`config.mk`:
```
export PLATFORM = sky130hd
export DESIGN_NAME = pipeline_hazard_ctrl_flat
export DESIGN_NICKNAME = d
export VERILOG_FILES = /design/src/rtl/pipeline_hazard_ctrl_if.sv /design/src/rtl/pipeline_hazard_ctrl.sv /design/src/flat_wrapper.sv
export SDC_FILE = /design/constraint.sdc
export NUM_CORES = 1
export LEC_CHECK = 0
export BUFFER_PORTS_ARGS = -buffer_cell sky130_fd_sc_hd__buf_2
export CAP_MARGIN = 0
export CELL_PAD_IN_SITES_DETAIL_PLACEMENT = 0
export CELL_PAD_IN_SITES_GLOBAL_PLACEMENT = 1
export CORE_MARGIN = 1.5
export CORE_UTILIZATION = 40
export DETAILED_ROUTE_END_ITERATION = 16
export HOLD_SLACK_MARGIN = 0.12
export PLACE_DENSITY = 0.9
export SLEW_MARGIN = 20
export SYNTH_ARGS = -nofsm -noshare
export SYNTH_HDL_FRONTEND = slang
export SYNTH_SLANG_ARGS = --single-unit
```
`constraint.sdc`:
```
create_clock -name clk -period 2.1 [get_ports clk]
set_clock_uncertainty 0.05 [all_clocks]
set_input_delay 0.105 -clock clk [delete_from_list [all_inputs] [get_ports clk]]
set_output_delay 0.105 -clock clk [all_outputs]
set_load 0.005 [all_outputs]
```
`src/rtl/pipeline_hazard_ctrl_if.sv`:
```
// pipeline_hazard_ctrl_if: hazard inputs, pipeline-register controls and counters of the hazard controller
interface pipeline_hazard_ctrl_if #(parameter int CNT_W = 16);
    logic [4:0]       id_rs1;
    logic [4:0]       id_rs2;
    logic             ex_memread;
    logic [4:0]       ex_rd;
    logic             mem_branch_taken;
    logic             mem_busy;
    logic             clear_counters;
    logic             pc_write;
    logic             if_id_write;
    logic             id_ex_write;
    logic             ex_mem_write;
    logic             if_id_flush;
    logic             id_ex_flush;
    logic             ex_mem_flush;
    logic             timeout_err;
    logic [CNT_W-1:0] stall_count;
    logic [CNT_W-1:0] flush_count;
    modport master (
        output id_rs1, id_rs2, ex_memread, ex_rd, mem_branch_taken, mem_busy, clear_counters,
        input  pc_write, if_id_write, id_ex_write, ex_mem_write,
        input  if_id_flush, id_ex_flush, ex_mem_flush, timeout_err, stall_count, flush_count
    );
    modport slave (
        input  id_rs1, id_rs2, ex_memread, ex_rd, mem_branch_taken, mem_busy, clear_counters,
        output pc_write, if_id_write, id_ex_write, ex_mem_write,
        output if_id_flush, id_ex_flush, ex_mem_flush, timeout_err, stall_count, flush_count
    );
endinterface

```
`src/rtl/pipeline_hazard_ctrl.sv`:
```
// pipeline_hazard_ctrl: stall/flush control for load-use, MEM branches and memory waits, with watchdog and counters
module pipeline_hazard_ctrl #(
    parameter int TIMEOUT = 16,
    parameter int CNT_W   = 16
) (
    input logic                 clk,
    input logic                 reset,
    pipeline_hazard_ctrl_if.slave bus
);
    localparam int WAIT_W = $clog2(TIMEOUT);
    localparam logic [WAIT_W-1:0] WAIT_LAST = WAIT_W'(TIMEOUT - 1);
    localparam logic [CNT_W-1:0]  CNT_MAX   = '1;

    typedef enum logic [1:0] {RUN, WAIT, HALT} state_t;

    state_t            state_q, state_d;
    logic [WAIT_W-1:0] wait_q, wait_d;
    logic              timeout_q, timeout_d;
    logic [CNT_W-1:0]  stall_q, stall_d;
    logic [CNT_W-1:0]  flush_q, flush_d;
    logic              halt, lu, freeze, flush, bubble, normal, clr;

    // Priority: busy freezes everything, a taken branch beats a load-use hazard.
    always_comb begin
        halt   = state_q == HALT;
        lu     = bus.ex_memread && bus.ex_rd != 5'd0 &&
                 (bus.ex_rd == bus.id_rs1 || bus.ex_rd == bus.id_rs2);
        freeze = !reset && !halt && bus.mem_busy;
        flush  = !reset && !halt && !bus.mem_busy && bus.mem_branch_taken;
        bubble = !reset && !halt && !bus.mem_busy && !bus.mem_branch_taken && lu;
        normal = !reset && !halt && !bus.mem_busy && !bus.mem_branch_taken && !lu;
        clr    = bus.clear_counters && !halt;
        state_d   = halt ? HALT : freeze ? (wait_q == WAIT_LAST ? HALT : WAIT) : RUN;
        wait_d    = freeze ? wait_q + 1'b1 : '0;
        timeout_d = timeout_q || (freeze && wait_q == WAIT_LAST);
        stall_d   = clr ? '0 : ((freeze || bubble) && stall_q != CNT_MAX) ? stall_q + 1'b1 : stall_q;
        flush_d   = clr ? '0 : (flush && flush_q != CNT_MAX) ? flush_q + 1'b1 : flush_q;
    end

    always_ff @(posedge clk or posedge reset) begin
        if (reset) begin
            state_q   <= RUN;
            wait_q    <= '0;
            timeout_q <= 1'b0;
            stall_q   <= '0;
            flush_q   <= '0;
        end else begin
            state_q   <= state_d;
            wait_q    <= wait_d;
            timeout_q <= timeout_d;
            stall_q   <= stall_d;
            flush_q   <= flush_d;
        end
    end

    assign bus.pc_write     = flush || normal;
    assign bus.if_id_write  = flush || normal;
    assign bus.id_ex_write  = flush || bubble || normal;
    assign bus.ex_mem_write = flush || bubble || normal;
    assign bus.if_id_flush  = flush;
    assign bus.id_ex_flush  = flush || bubble;
    assign bus.ex_mem_flush = flush;
    assign bus.timeout_err  = timeout_q;
    assign bus.stall_count  = stall_q;
    assign bus.flush_count  = flush_q;
endmodule

```
`src/flat_wrapper.sv`:
```
// flat-port wrapper written by rule: the top's interface ports become plain ports
module pipeline_hazard_ctrl_flat 
#(
    parameter int TIMEOUT = 16,
    parameter int CNT_W   = 16
)
  (clk, reset, bus_id_rs1, bus_id_rs2, bus_ex_memread, bus_ex_rd, bus_mem_branch_taken, bus_mem_busy, bus_clear_counters, bus_pc_write, bus_if_id_write, bus_id_ex_write, bus_ex_mem_write, bus_if_id_flush, bus_id_ex_flush, bus_ex_mem_flush, bus_timeout_err, bus_stall_count, bus_flush_count);
  pipeline_hazard_ctrl_if #(.CNT_W(CNT_W)) bus_i ();
  input logic clk;
  input logic reset;
  input wire logic [$bits(bus_i.id_rs1)-1:0] bus_id_rs1;
  input wire logic [$bits(bus_i.id_rs2)-1:0] bus_id_rs2;
  input wire logic [$bits(bus_i.ex_memread)-1:0] bus_ex_memread;
  input wire logic [$bits(bus_i.ex_rd)-1:0] bus_ex_rd;
  input wire logic [$bits(bus_i.mem_branch_taken)-1:0] bus_mem_branch_taken;
  input wire logic [$bits(bus_i.mem_busy)-1:0] bus_mem_busy;
  input wire logic [$bits(bus_i.clear_counters)-1:0] bus_clear_counters;
  output wire logic [$bits(bus_i.pc_write)-1:0] bus_pc_write;
  output wire logic [$bits(bus_i.if_id_write)-1:0] bus_if_id_write;
  output wire logic [$bits(bus_i.id_ex_write)-1:0] bus_id_ex_write;
  output wire logic [$bits(bus_i.ex_mem_write)-1:0] bus_ex_mem_write;
  output wire logic [$bits(bus_i.if_id_flush)-1:0] bus_if_id_flush;
  output wire logic [$bits(bus_i.id_ex_flush)-1:0] bus_id_ex_flush;
  output wire logic [$bits(bus_i.ex_mem_flush)-1:0] bus_ex_mem_flush;
  output wire logic [$bits(bus_i.timeout_err)-1:0] bus_timeout_err;
  output wire logic [$bits(bus_i.stall_count)-1:0] bus_stall_count;
  output wire logic [$bits(bus_i.flush_count)-1:0] bus_flush_count;
  assign bus_i.id_rs1 = bus_id_rs1;
  assign bus_i.id_rs2 = bus_id_rs2;
  assign bus_i.ex_memread = bus_ex_memread;
  assign bus_i.ex_rd = bus_ex_rd;
  assign bus_i.mem_branch_taken = bus_mem_branch_taken;
  assign bus_i.mem_busy = bus_mem_busy;
  assign bus_i.clear_counters = bus_clear_counters;
  assign bus_pc_write = bus_i.pc_write;
  assign bus_if_id_write = bus_i.if_id_write;
  assign bus_id_ex_write = bus_i.id_ex_write;
  assign bus_ex_mem_write = bus_i.ex_mem_write;
  assign bus_if_id_flush = bus_i.if_id_flush;
  assign bus_id_ex_flush = bus_i.id_ex_flush;
  assign bus_ex_mem_flush = bus_i.ex_mem_flush;
  assign bus_timeout_err = bus_i.timeout_err;
  assign bus_stall_count = bus_i.stall_count;
  assign bus_flush_count = bus_i.flush_count;
  pipeline_hazard_ctrl #(.TIMEOUT(TIMEOUT), .CNT_W(CNT_W)) u_core (.clk(clk), .reset(reset), .bus(bus_i));
endmodule
```
==> results.txt <==
* Effective utilization at floorplan: 42.1%
- After layout, the minimum clock period comes to around 1.9 ns.
* RSZ-0062 raised after global routing: false
- After synthesis, the share of flip-flops with an asynchronous set or reset is 100%.
- Net switching power of the design: 0.000337 W
* CTS Sinks: 39
- Std-Cell Core Area: ~5600 µm²
* Compound-gate portion of the synthesized area: 15.5%
- Number of endpoints with negative hold slack in the final report: 0
- Most numerous cell types in the synthesized netlist: dfrtp_1 (39), nor2_1 (27), nand2_1 (17), xor2_1 (17), nand4_1 (12)
* Total GRT Usage: between 10% and 20%
- Net Count, Synth: 267
- Initial antenna violation count: 0
* Initial detailed-routing violation count: 135
* Chip width: roughly 80 µm
- By startpoint and endpoint, the worst setup path is classified as reg2reg.
* Arr. time, crit path: between 2 and 2.5 ns
* Count of yosys warnings during synthesis: 0
- Post-synthesis share of cell area spent on full adders, half adders and majority gates: between 1.5 and 2%
- Cell internal pwr: about 0.001 W
* Estimated wirelength of the detail-placed design: around 3900 µm
- The path class of the tightest hold or removal check is in2reg.
* Post-Synth Simple-Gate Area: between 20% and 30%
- The die covers between 6000 and 7000 µm².
- Clock Path Buffers: 2
- Summing internal, switching and leakage power gives around 0.0014 W.
* Crit-path max FO: 8
- The number of clock buffers added by TritonCTS is 5.
- The endpoint identified for the worst register-to-register timing path is u_core.bus.stall_count[14].
- Global-route wire length before repair: roughly 9400 µm
* Proportion of synthesized area in mux cells: ~1.7%
- Master cell of the clock root buffer: clkbuf_8
- Flip-flop cell with the highest count after synthesis: dfrtp_1
* Final setup violating endpoints: 0
- For hold timing, the worst endpoint is u_core.state_q[0].
- Dominant combinational cell family by area after synthesis: simple AND/OR/NAND/NOR gates
- In the post-synthesis netlist, the cell with the most instances is dfrtp_1.
* Power density relative to cell area: between 400 and 500 nW/µm²
- Transition time at the pin with the least slew margin: approximately 0.66 ns
- Static leakage: 1.46 nW
* Placer's final routability congestion estimate: 0.790
- Worst Reg2Reg Path Length in Cells: 6
* Average routed wire per standard cell: 14.7 µm
- VDD sags by at most between 300 and 400 µV.
* Post-synth EDFFs: 0
* Antenna-violating nets left: 0
- The area growth from synthesis to layout is 19.8%.
- Clock slew seen by the registers of the worst setup and hold paths: around 0.09 ns
- The top cell type by area accounts for between 40% and 50% of the synthesized area.
* Start point of the worst hold path: bus_mem_busy
- The number of global-route vias before repair is ~2k.
* Drt drc: 0
- STA classifies the critical path startpoint as a flop.
- At the later pin of the worst-skew pair, clock insertion delay measures 0.29 ns.
- # IOs: 61
- The count of buffers added on input and output ports is 60.
- Total wire length: between 5000 and 6000 µm
- Slack of the worst reg-to-reg path: approximately 0.21 ns
- Synthesized cell area: roughly 2400 µm²
- Number of standard-cell rows in the floorplan: 27
* Portion of the clock cycle consumed by the worst path in the final layout: 90.0%
* Total overflow reported by the global router: 0
- Max-cap violations in this run came to 0.
* Switching share of total power: between 20% and 30%
- The number of antenna diodes in the final layout is 0.
- Setup total negative slack on the finished layout was measured at 0 ns.
- The final layout contains 330 nets.
- CTS HTree Levels: 2
- Vertical extent of the die: 79.9 µm
- Each instance of the synthesized netlist takes up on average a little under 10 µm².
- Register share of total power: 55.5%
- Fmax: 0.529 GHz
- Headroom to the max-slew limit: 55.6%
- Biggest area contributors in the synthesized netlist: dfrtp_1 (41%), xor2_1 (6.3%), nor2_1 (4.3%)
* Beginning of the worst register-to-register path: u_core.bus.stall_count[2]
- The flow ran to the end, and the final reports show no timing, DRC or antenna violations.
- TritonCTS built the clock tree.
- The routed layout has slightly above 2k vias.
* Share of synthesized area occupied by flip-flops and latches: between 40 and 50%
- Register bit total from synthesis: 39
- Data on the critical path is required at its endpoint by between 2 and 2.5 ns.
- Pin count of the biggest net entering global routing: 40
* Cell type with the highest aggregate area in the netlist: dfrtp_1
- The share of total power dissipated in the clock network is a little under two fifths.
* Vias per Instance: around 5.5
- Cells with a size suffix above 1 make up 30.6% of the layout.
* Combinational Power Share: approximately 6.7%
- Final max-slew violation count: 0
* Pre-antenna DRT Iters: 4
* Distinct cell type count of the synthesized netlist: 50
- The worst hold path was traced through 2 stages.
* Post-Synthesis Cells: between 200 and 250
- Element type at the critical path end: flop
- Postcts setup bufs: 0
- Of the total synthesized cell area, the portion taken by XOR and XNOR cells is around 8.9%.
==> state kept, by name, indices dropped and copies added, names as in the netlist <==
register and cells:
u_core.bus.stall_count 16, u_core.bus.flush_count 16, u_core.wait_q 4, u_core.bus.timeout_err 1, u_core.state_q 2
==> logic make-up (layout without fill, tap and decap cells) <==
| group | after synthesis | count (layout) |
|---|---|---|
| buf+inv | 17 | 81 |
| mux | 4 | 4 |
| simple gates | 112 | 112 |
| flops | 39 | 39 |
| fa+ha+maj | 3 | 3 |
| xor+xnor | 24 | 24 |
| compound gates | 44 | 44 |
==> placed cells by master, fill, tap and decap left out, drive strengths merged <==
master	instances
nand2b	7
nor2b	2
nor2	27
a31oi	5
o311ai	2
nor3	10
o21ai	8
xor2	17
o41ai	2
inv	5
o21ba	1
a21oi	8
dfrtp	39
buf	66
dlygate4sd3	1
clkbuf	5
clkinvlp	3
ha	3
nand4	13
o21a	1
or4	1
nand3	11
a41o	7
and2	5
o21bai	2
nand2	17
a22oi	1
a41oi	2
and3	11
nor3b	1
xnor2	7
clkinv	1
and4	3
o2111ai	1
o2111a	1
a211oi	1
a31o	2
mux2i	4
nor4b	1
or3	3
==> area by class of cell <==
cell class                      count  area (µm²)
Tap cell                           72        90.1
Timing Repair Buffer               67         355
Inverter                            6        26.3
Sequential cell                    39         976
Fill cell                         551        2780
Clock inverter                      3        20.0
Multi-Input combinational cell    187        1290
Clock buffer                        5        68.8
==> metal layers <==
metal  up-vias  wire (µm)  track usage, %
met5         -          0               0
met4         0         32            3.62
met3         4        362            4.80
met2        63       2550            31.4
met1       992       2610            24.0
li1       1009          -               -
==> how the worst max path moves through the flow <==
stage                              startpoint                         end  slack [ns]
floorplan                               reset  u_core.bus.stall_count[11]        0.34
global placement    u_core.bus.stall_count[2]  u_core.bus.stall_count[14]        0.29
detailed placement  u_core.bus.stall_count[2]  u_core.bus.stall_count[14]        0.26
CTS                 u_core.bus.stall_count[2]  u_core.bus.stall_count[14]        0.25
global route        u_core.bus.stall_count[2]  u_core.bus.stall_count[10]        0.09
finish              u_core.bus.stall_count[2]  u_core.bus.stall_count[14]        0.21
==> through the flow <==
| step | cell area (µm²) | utilization (%) | setup slack [ns] | hold slack [ns] | instances |
|---|---|---|---|---|---|
| finish | 2830 | 50.5 | 0.210 | 0.141 | 379 |
| global route | 2830 | 50.5 | 0.0943 | 0.138 | 379 |
| CTS | 2830 | 50.5 | 0.248 | 0.128 | 379 |
| detailed placement | 2730 | 48.7 | 0.257 | 0.294 | 370 |
| global placement | 2730 | 48.7 | 0.294 | 0.290 | 370 |
| floorplan | 2370 | - | 0.342 | 0.0316 | 243 |
==> worst max-delay path, stage by stage (launching register included) <==
cell and delay (ns):
dfrtp_1 0.45, and4_1 0.25, and2_4 0.18, nand2_1 0.09, a211oi_4 0.39, a31oi_1 0.15
a41o_1 0.23
==> power groups by stage <==
stage / registers (W) / logic, W / clock network [W]
2_1_floorplan: 0.000767 / 0.0000540 / 0
3_3_place_gp: 0.000767 / 0.0000893 / 0
3_5_place_dp: 0.000767 / 0.0000908 / 0
4_1_cts: 0.000752 / 0.0000926 / 0.000530
5_1_grt: 0.000752 / 0.000101 / 0.000562
6_report: 0.000752 / 0.0000908 / 0.000512
==> repair_timing <==
item / in CTS / in global routing
hold buffers: 1 / 0
hold endpoints to repair: 39 / 0
gates resized for setup: 0 / 0
Note: power is estimated with default switching activity, not from simulation.
